**src/rtl/tcon_demux.sv**
```systemverilog
// Steers a tagged word stream into two independent DEPTH-entry FIFO channels:
// words tagged sel=1 go to channel A, words tagged sel=0 go to channel S.
module tcon_demux #(
    parameter int WIDTH = 8,
    parameter int DEPTH = 2,
    localparam int LW   = $clog2(DEPTH) + 1
) (
    input  logic             clk_pad,
    input  logic             rst_pad,
    input  logic             in_valid_pad,
    output logic             in_ready_pad,
    input  logic [WIDTH-1:0] in_data_pad,
    input  logic             in_sel_pad,
    output logic             a_valid_pad,
    input  logic             a_ready_pad,
    output logic [WIDTH-1:0] a_data_pad,
    output logic [LW-1:0]    a_level_pad,
    output logic             s_valid_pad,
    input  logic             s_ready_pad,
    output logic [WIDTH-1:0] s_data_pad,
    output logic [LW-1:0]    s_level_pad
);

    localparam int PW = $clog2(DEPTH);
    localparam int CH_S = 0;
    localparam int CH_A = 1;

    logic [WIDTH-1:0] mem    [2][DEPTH];
    logic [PW-1:0]    wr_ptr [2];
    logic [PW-1:0]    rd_ptr [2];
    logic [LW-1:0]    level  [2];

    logic [1:0] full;
    logic [1:0] empty;
    logic [1:0] push;
    logic [1:0] pop;
    logic [1:0] cons_ready;

    // NOTE: every signal assigned in always_comb gets a value on every path, so no latch is inferred.
    always_comb begin
        cons_ready = {a_ready_pad, s_ready_pad};
        full       = '0;
        empty      = '0;
        pop        = '0;
        for (int c = 0; c < 2; c++) begin
            full[c]  = (level[c] == LW'(DEPTH));
            empty[c] = (level[c] == '0);
            pop[c]   = ~empty[c] & cons_ready[c];
        end
        // Readiness looks only at the selected channel's registered level; a same-cycle pop never frees a slot.
        in_ready_pad = in_sel_pad ? ~full[CH_A] : ~full[CH_S];
        push[CH_A]   = in_valid_pad & in_ready_pad & in_sel_pad;
        push[CH_S]   = in_valid_pad & in_ready_pad & ~in_sel_pad;
    end

    // NOTE: sequential state uses non-blocking assignments only, so every read in this block sees pre-edge values.
    always_ff @(posedge clk_pad) begin
        if (rst_pad) begin
            for (int c = 0; c < 2; c++) begin
                wr_ptr[c] <= '0;
                rd_ptr[c] <= '0;
                level[c]  <= '0;
                // NOTE: storage is cleared too, because the head word is visible on the data outputs and must read 0 after reset.
                for (int i = 0; i < DEPTH; i++) begin
                    mem[c][i] <= '0;
                end
            end
        end else begin
            for (int c = 0; c < 2; c++) begin
                if (push[c]) begin
                    mem[c][wr_ptr[c]] <= in_data_pad;
                    wr_ptr[c]         <= wr_ptr[c] + 1'b1;
                end
                if (pop[c]) begin
                    rd_ptr[c] <= rd_ptr[c] + 1'b1;
                end
                case ({push[c], pop[c]})
                    2'b10:   level[c] <= level[c] + LW'(1);
                    2'b01:   level[c] <= level[c] - LW'(1);
                    default: level[c] <= level[c];
                endcase
            end
        end
    end

    assign a_valid_pad = ~empty[CH_A];
    assign a_data_pad  = mem[CH_A][rd_ptr[CH_A]];
    assign a_level_pad = level[CH_A];
    assign s_valid_pad = ~empty[CH_S];
    assign s_data_pad  = mem[CH_S][rd_ptr[CH_S]];
    assign s_level_pad = level[CH_S];

endmodule

```
**config.mk**
```make
export PLATFORM = sky130hd
export DESIGN_NAME = tcon_demux
export DESIGN_NICKNAME = d
export VERILOG_FILES = /design/src/rtl/tcon_demux.sv
export SDC_FILE = /design/constraint.sdc
export NUM_CORES = 1
export LEC_CHECK = 0
export BUFFER_PORTS_ARGS = -buffer_cell sky130_fd_sc_hd__buf_2
export CORE_MARGIN = 1
export CORE_UTILIZATION = 34
export CTS_CLUSTER_DIAMETER = 60
export DETAILED_ROUTE_END_ITERATION = 8
export PLACE_DENSITY = 0.58
export SYNTH_ARGS = -nofsm -noshare
export SYNTH_HDL_FRONTEND = slang
export SYNTH_SLANG_ARGS = --single-unit
```
**constraint.sdc**
```tcl
create_clock -name clk_pad -period 3.1 [get_ports clk_pad]
set_input_delay 0.31 -clock clk_pad [delete_from_list [all_inputs] [get_ports clk_pad]]
set_output_delay 0.31 -clock clk_pad [all_outputs]
set_load 0.1 [all_outputs]
```
==> impl_metrics.xml <==
<?xml version="1.0" encoding="UTF-8"?>
<metrics>
  <group name="floorplanning">
    <metric name="rows" unit="">27</metric>
    <metric name="core-area" unit="um2">5608</metric>
    <metric name="top_level_ports" unit="">37</metric>
    <metric name="die_w" unit="um">79.14</metric>
    <metric name="start_util" unit="%">36.08</metric>
    <metric name="design.die.area" unit="um2">6263</metric>
    <metric name="die_h" unit="um">79.14</metric>
  </group>
  <group name="setup_path">
    <metric name="critPathMaxStageDelay" unit="ns">0.53</metric>
    <metric name="worst_path_fanout_max" unit="">6</metric>
    <metric name="worstSetupStartpointType" unit="">flip-flop</metric>
    <metric name="path_cells" unit="">o21ai_0, inv_1, ha_1, nor4_1, nand3b_1, a21oi_1</metric>
    <metric name="r2r-start" unit="">level[0][0]</metric>
    <metric name="crit_path_top_delay_cell" unit="">sky130_fd_sc_hd__nor4_1</metric>
    <metric name="critical_path_class" unit="">reg2reg</metric>
    <metric name="critical_path_arrival" unit="ns">2.45</metric>
    <metric name="crit_start" unit="">level[0][0]</metric>
    <metric name="timing.critical_path.required" unit="ns">3.14</metric>
    <metric name="timing.critical_path.to_type" unit="">flip-flop</metric>
    <metric name="critical_path.n_buffers_inverters" unit="">1</metric>
    <metric name="cp_top_family" unit="">simple AND/OR/NAND/NOR gates</metric>
  </group>
  <group name="yosys">
    <metric name="postSynthNetCount" unit="">168</metric>
    <metric name="syn_area" unit="um2">2023</metric>
    <metric name="synth-compound-area-share" unit="%">2.350</metric>
    <metric name="ys_seq_area_share" unit="%">59.37</metric>
    <metric name="xor_and_xnor_area_share_after_synthesis" unit="%">0.4329</metric>
    <metric name="synthesized_instance_count" unit="">148</metric>
    <metric name="synthesis.area_per_instance" unit="um2">13.67</metric>
    <metric name="warnings_from_yosys" unit="">0</metric>
    <metric name="main_combinational_cell_family_by_area_after_synthesis" unit="">simple AND/OR/NAND/NOR gates</metric>
    <metric name="ys_seq_elements" unit="">40</metric>
    <metric name="synthDistinctLibCells" unit="">29</metric>
    <metric name="yosys.area_share.adder" unit="%">3.711</metric>
    <metric name="synth-simple-area-share" unit="%">22.45</metric>
    <metric name="share_of_synthesized_area_spent_on_multiplexers" unit="%">9.462</metric>
  </group>
  <group name="cts">
    <metric name="cts_hold_buf" unit="">0</metric>
    <metric name="cts_max_path_buffers" unit="">2</metric>
    <metric name="cts-root-buf" unit="">sky130_fd_sc_hd__clkbuf_8</metric>
    <metric name="cts_buffers" unit="">5</metric>
    <metric name="cts_sinks" unit="">40</metric>
    <metric name="cts_post_setup_buffers_inserted" unit="">0</metric>
    <metric name="clk_pin_slew" unit="ns">0.08</metric>
    <metric name="cts_tree" unit="">yes</metric>
    <metric name="worst_skew_pair.late_latency" unit="ns">0.29</metric>
    <metric name="post_cts_resize_count" unit="">0</metric>
    <metric name="clock_tree.htree_level_count" unit="">2</metric>
  </group>
  <group name="layout">
    <metric name="antenna_cells_inserted" unit="">0</metric>
    <metric name="layout-drive-gt1-share" unit="%">36.70</metric>
    <metric name="finish.utilization" unit="%">42.55</metric>
    <metric name="syn2layout_area_growth" unit="%">17.93</metric>
    <metric name="nFillCells" unit="">573</metric>
    <metric name="design.final.nets" unit="">207</metric>
  </group>
  <group name="drt">
    <metric name="totalWireLength" unit="mm">3.643</metric>
    <metric name="routedWlPerCell" unit="um">14.01</metric>
    <metric name="vias_per_cell" unit="">4.623</metric>
    <metric name="final_antenna_net_count" unit="">0</metric>
    <metric name="drt_drc_violations_left" unit="">0</metric>
    <metric name="drt_pre_antenna_iters" unit="">4</metric>
    <metric name="via_count" unit="">1202</metric>
    <metric name="detail_route.iter0.violations" unit="">47</metric>
  </group>
  <group name="grt">
    <metric name="grt_util_all_layers" unit="%">13.13</metric>
    <metric name="grt_pass1_vias" unit="">1260</metric>
    <metric name="grt_start_max_net_pins" unit="">18</metric>
    <metric name="grt_antenna_before_repair" unit="">0</metric>
    <metric name="global_route_wire_length_before_repair" unit="mm">6.154</metric>
    <metric name="global_route.overflow_total" unit="">0</metric>
  </group>
  <group name="timing">
    <metric name="tightest_slew" unit="ns">0.6085</metric>
    <metric name="report.final.setup_viol" unit="">0</metric>
    <metric name="min_period_over_period" unit="%">77.91</metric>
    <metric name="fin_setup_tns" unit="ns">0</metric>
    <metric name="fin_crit" unit="ns">2.415</metric>
    <metric name="timing.max_slew.rel_slack" unit="%">59.06</metric>
    <metric name="grt_setup_unrepaired" unit="">no</metric>
    <metric name="timing.clock.skew" unit="ns">0.006813</metric>
    <metric name="fin_worst_hold_slack" unit="ns">0.3368</metric>
    <metric name="finalHoldViolations" unit="">0</metric>
    <metric name="slew_viol_final" unit="">0</metric>
    <metric name="max_freq" unit="MHz">414.0</metric>
  </group>
  <group name="power">
    <metric name="fin_total_pwr" unit="mW">1.658</metric>
    <metric name="power_leakage" unit="nW">0.9942</metric>
    <metric name="irDropWorstVdd" unit="uV">304.1</metric>
    <metric name="p_per_area" unit="nW/um2">695.1</metric>
  </group>
  <group name="hold_path">
    <metric name="hp-start" unit="">in_data_pad[0]</metric>
    <metric name="min_path_type" unit="">in2reg</metric>
  </group>
  <group name="job">
    <metric name="maxCapViolations" unit="">0</metric>
  </group>
  <group name="outcome">
    <metric name="run_status" unit="">completed</metric>
  </group>
  <group name="placement">
    <metric name="routabilityCongestion" unit="">0.7593</metric>
    <metric name="placement.io_buffers" unit="">36</metric>
    <metric name="detailedPlacementHpwl" unit="mm">2.711</metric>
  </group>
</metrics>
synth_stat cells:
cell type | n | area [um2]
sky130_fd_sc_hd__nor4b_1 | 1 | 8.760
sky130_fd_sc_hd__edfxtp_1 | 40 | 1201
sky130_fd_sc_hd__nor2b_4 | 1 | 13.76
sky130_fd_sc_hd__nor4_4 | 1 | 21.27
sky130_fd_sc_hd__inv_1 | 7 | 26.28
sky130_fd_sc_hd__nor2b_2 | 1 | 8.760
sky130_fd_sc_hd__nand2_1 | 3 | 11.26
sky130_fd_sc_hd__and4b_1 | 1 | 10.01
sky130_fd_sc_hd__nor2_1 | 7 | 26.28
sky130_fd_sc_hd__or2_1 | 4 | 25.02
sky130_fd_sc_hd__nor4_1 | 1 | 6.260
sky130_fd_sc_hd__a21oi_1 | 1 | 5.000
sky130_fd_sc_hd__or2_2 | 2 | 12.51
sky130_fd_sc_hd__and2_1 | 33 | 206.5
sky130_fd_sc_hd__xor2_1 | 1 | 8.760
sky130_fd_sc_hd__nor3b_4 | 1 | 18.77
sky130_fd_sc_hd__clkbuf_1 | 3 | 11.26
sky130_fd_sc_hd__o21ai_0 | 1 | 5.000
sky130_fd_sc_hd__a211oi_1 | 1 | 7.510
sky130_fd_sc_hd__o21bai_1 | 2 | 15.01
sky130_fd_sc_hd__ha_1 | 6 | 75.07
sky130_fd_sc_hd__nand2b_1 | 4 | 25.02
sky130_fd_sc_hd__mux2_2 | 17 | 191.4
sky130_fd_sc_hd__a21o_1 | 2 | 15.01
sky130_fd_sc_hd__nand2b_4 | 1 | 13.76
sky130_fd_sc_hd__buf_4 | 1 | 7.510
sky130_fd_sc_hd__nand3b_1 | 1 | 7.510
sky130_fd_sc_hd__nor3_1 | 3 | 15.01
sky130_fd_sc_hd__nor4b_4 | 1 | 23.77
final timing paths:
kind | endpoint | depth (start not counted) | slack (ns)
worst max register to register | level[1][1] | 6 | 0.68
worst max-delay path | level[1][1] | 6 | 0.68
worst min-delay path | mem[0][8] | 2 | 0.34
worst min register to register | level[1][0] | 1 | 0.63
logic make-up after synthesis:
| group | after synthesis |
|---|---|
| compound gates | 7 |
| simple gates | 66 |
| mux | 17 |
| flops | 40 |
| buf+inv | 11 |
| fa+ha+maj | 6 |
| xor+xnor | 1 |
power by group:
part / internal, mW / leakage [nW] / total [mW] / switching, mW
clock network: 0.238 / 0.0541 / 0.419 / 0.181
registers: 0.645 / 0.416 / 0.679 / 0.0345
logic: 0.119 / 0.524 / 0.560 / 0.441
total: 1.00 / 0.994 / 1.66 / 0.657
layout make-up:
type,instances,area (um2),area share (%)
Inverter,7,26.28,1.101
Clock inverter,3,42.54,1.783
Multi-Input combinational cell,97,777.0,32.56
Sequential cell,40,1201,50.34
Clock buffer,5,68.82,2.884
Timing Repair Buffer,36,180.2,7.551
Tap cell,72,90.09,3.776
stage by stage:
step	setup WS [ns]	instances	area, um2
global route	0.4931	260	2386
floorplan	0.3556	148	2023
detailed placement	0.6694	252	2275
global placement	0.8748	252	2275
CTS	0.6630	260	2386
finish	0.6847	260	2386
sequential cells by signal (all words and copies together), names as in the netlist:
signal,count
rd_ptr,2
mem,32
level,4
wr_ptr,2
placed cells by master, fill, tap and decap left out, types with 2 or more instances in the layout:
cell,synthesis,final
sky130_fd_sc_hd__edfxtp_1,40,40
sky130_fd_sc_hd__buf_2,0,36
sky130_fd_sc_hd__and2_1,33,33
sky130_fd_sc_hd__mux2_2,17,17
sky130_fd_sc_hd__inv_1,7,7
sky130_fd_sc_hd__nor2_1,7,7
sky130_fd_sc_hd__ha_1,6,6
sky130_fd_sc_hd__clkbuf_8,0,5
sky130_fd_sc_hd__nand2b_1,4,4
sky130_fd_sc_hd__or2_1,4,4
sky130_fd_sc_hd__nand2_1,3,3
sky130_fd_sc_hd__nor3_1,3,3
sky130_fd_sc_hd__or2_2,2,2
sky130_fd_sc_hd__a21o_1,2,2
sky130_fd_sc_hd__o21bai_1,2,2
routing by layer:
metal	vias up	track usage, %	wire length (um)
li1	596	-	-
met1	568	15.57	1540
met2	32	22.93	1886
met3	6	3.448	178
met4	0	4.364	38
met5	-	0	0
Note: power is estimated with default switching activity, not from simulation.
